`src/rtl/jt7759_romfetch.sv`:
```
// Byte-wide ROM responder for the ADPCM controller, backed by a 16-bit external memory
// through a one-word current buffer and an optional next-word prefetch buffer.
module jt7759_romfetch #(
  parameter int             MAW      = 22,
  parameter logic [MAW-1:0] OFFSET   = '0,
  parameter bit             PREFETCH = 1'b1
) (
  input  logic           clk,
  input  logic           rst_n,
  input  logic           rom_cs,
  input  logic [16:0]    rom_addr,
  input  logic           flush,
  output logic [7:0]     rom_data,
  output logic           rom_ok,
  output logic           mem_req,
  output logic [MAW-1:0] mem_addr,
  input  logic [15:0]    mem_data,
  input  logic           mem_ok
);

  typedef enum logic [1:0] {IDLE, FETCH, PREF, DROP} state_t;

  state_t         state_q, state_d;
  logic [15:0]    cur_tag_q, cur_tag_d, cur_word_q, cur_word_d;
  logic [15:0]    nxt_tag_q, nxt_tag_d, nxt_word_q, nxt_word_d;
  logic           cur_v_q, cur_v_d, nxt_v_q, nxt_v_d;
  logic           mem_req_q, mem_req_d;
  logic [MAW-1:0] mem_addr_q, mem_addr_d;
  logic [15:0]    mem_tag_q, mem_tag_d;

  logic [15:0] req_tag;
  logic        hit, nxt_match, launch;
  logic [15:0] launch_tag;

  assign req_tag   = rom_addr[16:1];
  assign hit       = rom_cs & cur_v_q & (cur_tag_q == req_tag);
  assign nxt_match = nxt_v_q & (nxt_tag_q == req_tag);
  assign rom_ok    = hit & ~flush;
  assign rom_data  = rom_addr[0] ? cur_word_q[15:8] : cur_word_q[7:0];
  assign mem_req   = mem_req_q;
  assign mem_addr  = mem_addr_q;

  always_comb begin
    state_d    = state_q;
    cur_tag_d  = cur_tag_q;
    cur_word_d = cur_word_q;
    cur_v_d    = cur_v_q;
    nxt_tag_d  = nxt_tag_q;
    nxt_word_d = nxt_word_q;
    nxt_v_d    = nxt_v_q;
    mem_req_d  = mem_req_q;
    mem_addr_d = mem_addr_q;
    mem_tag_d  = mem_tag_q;
    launch     = 1'b0;
    launch_tag = 16'h0;

    // A flush never aborts an external request: the in-flight word is drained and dropped.
    if (flush) begin
      cur_v_d = 1'b0;
      nxt_v_d = 1'b0;
      if (mem_req_q && !mem_ok) begin
        state_d = DROP;
      end else begin
        mem_req_d = 1'b0;
        state_d   = IDLE;
      end
    end else begin
      case (state_q)
        IDLE: begin
          if (rom_cs && !hit && nxt_match) begin
            cur_tag_d  = nxt_tag_q;
            cur_word_d = nxt_word_q;
            cur_v_d    = 1'b1;
            nxt_v_d    = 1'b0;
            if (PREFETCH && nxt_tag_q != 16'hffff) begin
              launch     = 1'b1;
              launch_tag = nxt_tag_q + 16'd1;
              state_d    = PREF;
            end
          end else if (rom_cs && !hit) begin
            launch     = 1'b1;
            launch_tag = req_tag;
            state_d    = FETCH;
          end else if (hit && PREFETCH && !nxt_v_q && cur_tag_q != 16'hffff) begin
            launch     = 1'b1;
            launch_tag = cur_tag_q + 16'd1;
            state_d    = PREF;
          end
        end
        FETCH: begin
          if (mem_ok) begin
            cur_tag_d  = mem_tag_q;
            cur_word_d = mem_data;
            cur_v_d    = 1'b1;
            mem_req_d  = 1'b0;
            state_d    = IDLE;
          end
        end
        PREF: begin
          // A request already waiting on the prefetched word takes it straight into cur.
          if (mem_ok) begin
            mem_req_d = 1'b0;
            state_d   = IDLE;
            if (rom_cs && req_tag == mem_tag_q) begin
              cur_tag_d  = mem_tag_q;
              cur_word_d = mem_data;
              cur_v_d    = 1'b1;
            end else begin
              nxt_tag_d  = mem_tag_q;
              nxt_word_d = mem_data;
              nxt_v_d    = 1'b1;
            end
          end
        end
        DROP: begin
          if (mem_ok) begin
            mem_req_d = 1'b0;
            state_d   = IDLE;
          end
        end
        default: state_d = IDLE;
      endcase
    end

    if (launch) begin
      mem_req_d  = 1'b1;
      mem_tag_d  = launch_tag;
      mem_addr_d = OFFSET + MAW'(launch_tag);
    end
  end

  always_ff @(posedge clk or negedge rst_n) begin
    if (!rst_n) begin
      state_q    <= IDLE;
      cur_tag_q  <= '0;
      cur_word_q <= '0;
      cur_v_q    <= 1'b0;
      nxt_tag_q  <= '0;
      nxt_word_q <= '0;
      nxt_v_q    <= 1'b0;
      mem_req_q  <= 1'b0;
      mem_addr_q <= '0;
      mem_tag_q  <= '0;
    end else begin
      state_q    <= state_d;
      cur_tag_q  <= cur_tag_d;
      cur_word_q <= cur_word_d;
      cur_v_q    <= cur_v_d;
      nxt_tag_q  <= nxt_tag_d;
      nxt_word_q <= nxt_word_d;
      nxt_v_q    <= nxt_v_d;
      mem_req_q  <= mem_req_d;
      mem_addr_q <= mem_addr_d;
      mem_tag_q  <= mem_tag_d;
    end
  end

endmodule

```
`config.mk`:
```
export PLATFORM = sky130hd
export DESIGN_NAME = jt7759_romfetch
export DESIGN_NICKNAME = d
export VERILOG_FILES = /design/src/rtl/jt7759_romfetch.sv
export SDC_FILE = /design/constraint.sdc
export NUM_CORES = 1
export LEC_CHECK = 0
export BUFFER_PORTS_ARGS = -buffer_cell sky130_fd_sc_hd__buf_2
export CAP_MARGIN = 20
export CORE_ASPECT_RATIO = 1.75
export CORE_MARGIN = 2
export CORE_UTILIZATION = 59
export DETAILED_ROUTE_END_ITERATION = 10
export PLACE_DENSITY = 0.81
export SLEW_MARGIN = 10
export SYNTH_ARGS = -nofsm -noshare
export SYNTH_HDL_FRONTEND = slang
export SYNTH_SLANG_ARGS = --single-unit
```
`constraint.sdc`:
```
create_clock -name clk -period 3.8 [get_ports clk]
set_clock_uncertainty 0.1 [all_clocks]
set_input_delay 0 -clock clk [delete_from_list [all_inputs] [get_ports clk]]
set_output_delay 0 -clock clk [all_outputs]
set_load 0.01 [all_outputs]
```
# Yosys cells after proc, flatten, opt, wreduce, memory -nomap -nowiden

Index checks and enable logic that the tools add are counted.

Latch bits: 0
Memories: 0
Memory bits (read-only): 0
Word-level logic and storage cells: 107
Bits in writable memories: 0
Flip-flop bits (word level): 85
Input bits: 38

Add/sub/neg operators: 2
Reduce and logical (&&, ||, !) cells: 22
Equal/unequal tests: 21
Shift-type cells: 0
Bitwise operators: 6
Multiplexer cells: 47
Multipliers: 0
Order comparisons: 0
Div/mod/pow operators: 0

Operator list:

| cell                  | number |
|---|---|
| $mux 16               | 14 |
| $pmux 16 s3           | 2 |
| $eq 16x16->1          | 3 |
| $add 16x1->16 const B | 2 |
| $ne 16x16->1 const B  | 2 |
| $mux 1                | 20 |
| $ne 3x3->1 const B    | 6 |
| $mux 2                | 7 |
| $reduce_bool 3->1     | 4 |
| $mux 8                | 1 |
| $ne 2x2->1 const B    | 4 |
| $reduce_and 4->1      | 2 |
| $logic_and 1x1->1     | 6 |
| $reduce_and 3->1      | 2 |
| $reduce_and 6->1      | 1 |
| $ne 5x5->1 const B    | 1 |
| $reduce_and 5->1      | 1 |
| $and 1x1->1           | 4 |
| $eq 2x2->1 const B    | 2 |
| $ne 4x4->1 const B    | 1 |
| $pmux 2 s2            | 1 |
| $reduce_bool 4->1     | 1 |
| $logic_not 1->1       | 3 |
| $ne 3x1->1 const B    | 1 |
| other kinds (6)       | 7 |

# Longest topological paths before layout

Gate-level depths: netlist (run 1).

Depth after elaboration: 11
Gate-level depth with buffers: 11

# Least setup slack after synthesis (run 1)

No wires, ideal clock.

Kind: register -> register
From: register nxt_tag_q[7]
To: register cur_tag_q[0]
Path buffers: 4
Arrival time: 2.559 ns
Period minus slack after synthesis: 2.784 ns
Cell stages (with the launch flop): 12
Library setup time: 0.125 ns
Path slack: 1.016 ns
Cells stage by stage: dfrtp_1 > buf_6 > xor2_1 > or4_1 > nor3_2 > nand4_1 > buf_6 > o21ai_2 > or3b_1 > buf_6 > buf_12 > mux2_4

Longest elaborated chain between the ends: 5

Ends and longest elaborated chain:

| item                       | RTL line | source |
|---|---|---|
| start, declared            | 25       | `logic [15:0] nxt_tag_q, nxt_tag_d, nxt_word_q, nxt_word_d;` |
| start signal, assigned     | 149      | `nxt_tag_q <= nxt_tag_d;` |
| $eq 16x16->1               | 37       | `assign nxt_match = nxt_v_q & (nxt_tag_q == req_tag);` |
| $and 1x1->1                | 37       |  |
| $logic_and 1x1->1          | 70       | `if (rom_cs && !hit && nxt_match) begin` |
| $ne 2x2->1 (no line)       | -        |  |
| $reduce_and 6->1 (no line) | -        |  |
| end signal, assigned       | 146      | `cur_tag_q <= cur_tag_d;` |
| end, declared              | 24       | `logic [15:0] cur_tag_q, cur_tag_d, cur_word_q, cur_word_d;` |

No other way between the ends.
A chain may end at the register's enable or synchronous reset.

# Final worst setup path (run 1)

From: register cur_tag_q[5]
To: register nxt_v_q

Longest elaborated chain between the ends: 7

Ends and longest elaborated chain:

| item                           | RTL line | source |
|---|---|---|
| $eq 16x16->1                   | 36       | `assign hit = rom_cs & cur_v_q & (cur_tag_q == req_tag);` |
| $and 1x1->1                    | 36       |  |
| $logic_not 1->1                | 70       |  |
| $logic_and 1x1->1 (2 in a row) | 70       |  |
| $ne 3x3->1 (no line)           | -        |  |
| $reduce_and 4->1 (no line)     | -        |  |
| end signal, assigned           | 151      | `nxt_v_q <= nxt_v_d;` |
| end, declared                  | 26       | `logic cur_v_q, cur_v_d, nxt_v_q, nxt_v_d;` |

No other way between the ends.

==> impl_metrics.json, run 1 <==
{
  "status": "completed",
  "clk_pin_slew_ns": 0.06,
  "p_per_area_nw_per_um2": 760,
  "worstPathRequired_ns": 3.97,
  "htree_num_levels": 3,
  "leakagePower_nw": 3.05,
  "detailed_place_hpwl_mm": 9.60,
  "holdPathStages": 4,
  "final_cell_mix": "89 x mux2_2, 85 x dfrtp_1, 62 x buf_2, 45 x xnor2_1, 31 x xor2_1",
  "drv_cap": 0,
  "vias_per_cell": 5.89,
  "n_antenna_cell": 0,
  "grt_pass1_vias": 4297,
  "fin_area_um2": 6380,
  "dieHeight_um": 132,
  "worstSetupEndpointType": "flop",
  "worst-path-max-fanout": 27,
  "tightest_slew_ns": 0.988,
  "max_freq_mhz": 308,
  "ys_ff_latch": 85,
  "first_pass_iters": 5,
  "dieWidth_um": 77.3,
  "drive_above_1_share_pct": 37.7,
  "die-area_um2": 10200,
  "grt_usage_pct": 28.3,
  "setup_viol": 0,
  "r2r-end": "nxt_v_q",
  "critPathArrivalTime_ns": 3.42,
  "synth_ff_type": "dfrtp_1",
  "fin_nets": 596,
  "synth-seq-area-share_pct": 38.3,
  "root_buffer": "clkbuf_16",
  "clock_sinks": 85,
  "synth-async-reset-ratio_pct": 100,
  "drt_iter0_markers": 184,
  "ff2ff_path_depth": 8,
  "post_cts_buffers": 0,
  "max-vdd-ir-drop_uv": 466,
  "cts_buffers": 9,
  "mostFrequentLayoutCell": "mux2_2",
  "r2r-start": "cur_tag_q[5]",
  "criticalPathCategory": "flop to flop",
  "slew_violations": 0,
  "hp-start": "rom_addr[9]",
  "hold_path_class": "input pin to flop",
  "cts_resized": 0,
  "gp_congestion": 1.01,
  "setup_tns_ns": 0,
  "antenna_found_initial": 0,
  "finalCritPeriodShare_pct": 85.5,
  "synth_cell_types": 46,
  "hold_viol": 0,
  "synth-edff-count": 0,
  "io_pins": 70,
  "post_dp_cell_area_um2": 5860,
  "rsz0062_at_grt": "false",
  "wl_per_cell_um": 20.6,
  "grt_pass1_wl_mm": 22.5,
  "portBuffers": 63,
  "clk_path_buf_depth": 2,
  "num_vias": 3990,
  "start_kind": "flop",
  "period_needed_ns": 3.25,
  "netlist_area_um2": 5550,
  "cts_tree": "done",
  "drc": 0,
  "area_growth_pct": 14.9,
  "syn_inst": 479,
  "clk_latency_ns": 0.34,
  "ys_warn_count": 0,
  "max_slew_margin_pct": 33.6,
  "hold-path-endpoint": "mem_tag_q[8]",
  "initial_core_util_pct": 61.0,
  "coreArea_um2": 9090,
  "wirelength_mm": 13.9,
  "overflow": 0,
  "rows": 46,
  "ant_nets": 0,
  "r2r_setup_slack_ns": 0.55,
  "syn_area_per_cell_um2": 11.6,
  "grt_max_degree": 44
}
==> final cells by class <==
type,count,area (µm²)
clock buffers,12,256
multi-input cells,357,3180
repair buffers,90,571
flip-flops and latches,85,2130
clock inverters,4,55.1
well taps,120,150
fillers,727,2720
inverters,9,33.8
==> sequential cells by signal, summed over array words and instances, names as in the netlist <==
register    count
cur_tag_q      16
cur_word_q     16
mem_tag_q      16
nxt_tag_q      16
nxt_word_q     16
state_q         2
cur_v_q         1
mem_req         1
nxt_v_q         1
==> synthesized netlist by cell type, types with 2 or more instances <==
cell type,instances,share of area (%)
buf_4,7,0.95
dfrtp_1,85,38
a31oi_1,3,0.34
o21ai_0,10,0.90
mux2_4,30,8.1
xor2_1,31,4.9
nand3b_1,2,0.27
xnor2_1,45,7.1
inv_1,9,0.61
mux2_2,89,18
nand3_1,13,1.2
mux2i_1,27,4.9
and3_1,6,0.68
buf_6,3,0.61
buf_1,2,0.14
nor4_1,6,0.68
and4_1,5,0.79
clkbuf_1,16,1.1
buf_2,2,0.18
ha_1,6,1.4
o22ai_1,2,0.23
nor3_1,5,0.45
buf_12,3,1.1
nand2_1,21,1.4
nand4_1,16,1.8
nor2_1,15,1.0
==> timing repair <==
item	CTS	global route
hold endpoints to repair	78	0
setup endpoints to repair	0	0
hold buffers	20	0
==> power by group <==
group	internal (W)	switching [W]
logic	0.00120	0.000893
registers	0.00132	0.000514
clock network	0.000549	0.000369
total	0.00307	0.00178
==> logic make-up (layout without fill, tap and decap cells) <==
logic type	count (synthesis)	count (layout)	synth area share, %
AOI/OAI and AO/OA	25	25	3.00
DFF	85	85	38.3
buffers and inverters	42	115	4.64
xor gates and xnor gates	76	76	12.0
muxes	146	146	31.0
and+or+nand+nor	98	98	9.56
adders and majority gates	6	6	1.35
other	1	6	0.0676
==> per-layer routing <==
| layer | GRT usage, % | vias to the layer above | share of wire (%) |
|---|---|---|---|
| met3 | 5.21 | 41 | 4.1 |
| met1 | 31.9 | 1982 | 39 |
| met2 | 48.9 | 135 | 52 |
| met4 | 17.2 | 0 | 5.3 |
| li1 | - | 1832 | - |
| met5 | 0 | - | 0 |
==> critical path: stages, from the launching register on <==
cell and delay (ns):
dfrtp_1 0.46, xor2_1 0.21, or4b_2 0.67, nor3_1 0.22
a21bo_2 0.20, buf_4 0.33, nor2_1 0.12, a311oi_1 0.25
dlygate4sd3_1 0.58
==> stage by stage <==
stage	worst slack [ns]	utilization, %	hold slack [ns]	power, W	cells
2_1_floorplan	1.02	-	-0.396	0.00334	484
3_3_place_gp	0.699	64.5	-0.0793	0.00381	641
3_5_place_dp	0.664	64.5	-0.0638	0.00389	641
4_1_cts	0.597	70.1	0.0750	0.00483	677
5_1_grt	0.429	70.1	0.113	0.00511	677
6_report	0.552	70.1	0.0824	0.00484	677
==> worst max path at each step <==
stage / start / endpoint / slack (ns) / cells after the start
3_5_place_dp: cur_tag_q[5] / cur_word_q[15] / 0.66 / 8
3_3_place_gp: cur_tag_q[5] / cur_word_q[15] / 0.70 / 8
2_1_floorplan: nxt_tag_q[7] / cur_tag_q[0] / 1.02 / 11
5_1_grt: cur_tag_q[5] / nxt_v_q / 0.43 / 8
4_1_cts: cur_tag_q[5] / nxt_v_q / 0.60 / 8
6_report: cur_tag_q[5] / nxt_v_q / 0.55 / 8
Power figures use the tool's default switching activity.
==> inputs of run 2 (changes only) <==
--- a/config.mk
+++ b/config.mk
@@ -7,9 +7,8 @@
 export LEC_CHECK = 0
-export BUFFER_PORTS_ARGS = -buffer_cell sky130_fd_sc_hd__buf_2
 export CAP_MARGIN = 20
 export CORE_ASPECT_RATIO = 1.75
-export CORE_MARGIN = 2
-export CORE_UTILIZATION = 59
+export CORE_UTILIZATION = 62
 export DETAILED_ROUTE_END_ITERATION = 10
-export PLACE_DENSITY = 0.81
+export DONT_BUFFER_PORTS = 1
+export PLACE_DENSITY = 0.78
 export SLEW_MARGIN = 10
==> constraint.sdc (replaced) <==
create_clock -name clk -period 3.8 [get_ports clk]
set_clock_uncertainty 0.1 [all_clocks]
set_input_delay 0.38 -clock clk [delete_from_list [all_inputs] [get_ports clk]]
set_output_delay 0.38 -clock clk [all_outputs]
set_load 0.01 [all_outputs]
==> impl_metrics.json, run 2 (synthesis results as in run 1) <==
{
  "status": "completed",
  "drive_above_1_share_pct": 31.3,
  "p_per_area_nw_per_um2": 786,
  "period_needed_ns": 3.17,
  "detailed_place_hpwl_mm": 9.88,
  "first_pass_iters": 5,
  "rsz0062_at_grt": "false",
  "initial_core_util_pct": 64.0,
  "coreArea_um2": 8670,
  "setup_viol": 0,
  "worstPathRequired_ns": 3.93,
  "rows": 45,
  "ant_nets": 0,
  "multiInputGateArea_um2": 3180,
  "mostFrequentLayoutCell": "mux2_2",
  "root_buffer": "clkbuf_16",
  "fin_nets": 515,
  "gp_congestion": 0.990,
  "hp-start": "flush",
  "critPathArrivalTime_ns": 3.30,
  "leakagePower_nw": 2.72,
  "num_vias": 3738,
  "post_cts_buffers": 0,
  "max_slew_margin_pct": 49.2,
  "r2r_setup_slack_ns": 0.63,
  "clk_pin_slew_ns": 0.06,
  "ctsHoldBuffers": 2,
  "n_antenna_cell": 0,
  "worst-path-max-fanout": 32,
  "final_cell_mix": "89 x mux2_2, 85 x dfrtp_1, 45 x xnor2_1, 31 x xor2_1, 30 x mux2_4",
  "htree_num_levels": 3,
  "grt_max_degree": 86,
  "n_fill_cell": 681,
  "setup_tns_ns": 0,
  "register_area_um2": 2130,
  "wl_per_cell_um": 22.9,
  "tightest_slew_ns": 0.756,
  "finalHoldWorstSlack_ns": 0.0103,
  "dieHeight_um": 127,
  "grt_usage_pct": 31.3,
  "max_freq_mhz": 315,
  "vias_per_cell": 6.30,
  "hold_viol": 0,
  "r2r-start": "cur_tag_q[5]",
  "grt_pass1_vias": 4112,
  "cp-endpoint": "cur_word_q[15]",
  "grt_pass1_wl_mm": 21.5,
  "overflow": 0,
  "drt_iter0_markers": 201,
  "cts_tree": "done",
  "finalCritPeriodShare_pct": 83.5,
  "antenna_found_initial": 0,
  "cts_resized": 0,
  "clk_latency_ns": 0.34,
  "die-area_um2": 9350,
  "critPathLaunch": "cur_tag_q[5]",
  "drv_cap": 0,
  "ff2ff_path_depth": 8,
  "criticalPathCategory": "flop to flop",
  "wirelength_mm": 13.6,
  "hold_path_class": "input pin to flop",
  "clk_path_buf_depth": 2,
  "start_kind": "flop",
  "portBuffers": 0,
  "io_pins": 70,
  "drc": 0,
  "clock_sinks": 85,
  "max-vdd-ir-drop_uv": 476,
  "worstSetupEndpointType": "flop",
  "cts_buffers": 9,
  "area_growth_pct": 6.11,
  "r2r-end": "cur_word_q[15]",
  "slew_violations": 0,
  "dieWidth_um": 73.5
}
## run 2: cell count changes in the layout (fill, tap and decap cells not counted), sizes merged
cell,change
dlygate4sd3,-19
clkbuf,-2
inv,+1
clkinv,+2
bufinv,-1
buf,-62
## run 2: worst min path at each step
| stage | endpoint | slack [ns] | cells past startpoint |
|---|---|---|---|
| global placement | cur_tag_q[5] | -0.01 | 0 |
| CTS | nxt_v_q | 0.009 | 1 |
| floorplan | cur_tag_q[0] | -0.02 | 0 |
| detailed placement | cur_tag_q[5] | -0.01 | 0 |
| finish | nxt_v_q | 0.01 | 1 |
| global route | mem_req | 0.003 | 1 |
## run 2: layer usage
layer	wire length (µm)	up-vias	global-route usage, %
met5	0	-	0
met3	702	46	6.39
met1	4840	1867	32.9
met4	817	0	20.8
met2	7240	152	54.7
li1	-	1673	-
## run 2: worst max-delay path: stages, from the launching register on
cell	delay, ns
dfrtp_1	0.46
xor2_1	0.21
or4b_2	0.66
nor3_1	0.23
a21bo_2	0.40
o21ai_2	0.11
or3b_2	0.23
buf_12	0.27
mux2_2	0.37
## run 2: cell type report
class | instances | share of cell area, %
clock inverter | 6 | 0.744
sequential | 85 | 36.1
inverter | 9 | 0.574
clock buffer | 10 | 4.06
tap | 117 | 2.49
timing repair buffer | 9 | 1.95
multi-input combinational | 357 | 54.1
## run 2: power by group
| group | leakage [nW] | switching (W) | total (W) | internal (W) |
|---|---|---|---|---|
| Clock | 0.139 | 0.000374 | 0.000839 | 0.000464 |
| Combinational | 1.52 | 0.000792 | 0.00189 | 0.00110 |
| Sequential | 1.06 | 0.000573 | 0.00189 | 0.00132 |
| Total | 2.72 | 0.00174 | 0.00463 | 0.00289 |
## run 2: per-stage QoR
step	total power, W	utilization, %	instance area (µm²)	worst slack, ns	cells
after floorplan	0.00334	-	5570	1.02	484
after CTS	0.00465	67.9	5890	0.657	593
after global placement	0.00368	64.2	5570	0.732	575
final	0.00463	67.9	5890	0.627	593
after global routing	0.00489	67.9	5890	0.516	593
after detailed placement	0.00378	64.2	5570	0.679	575
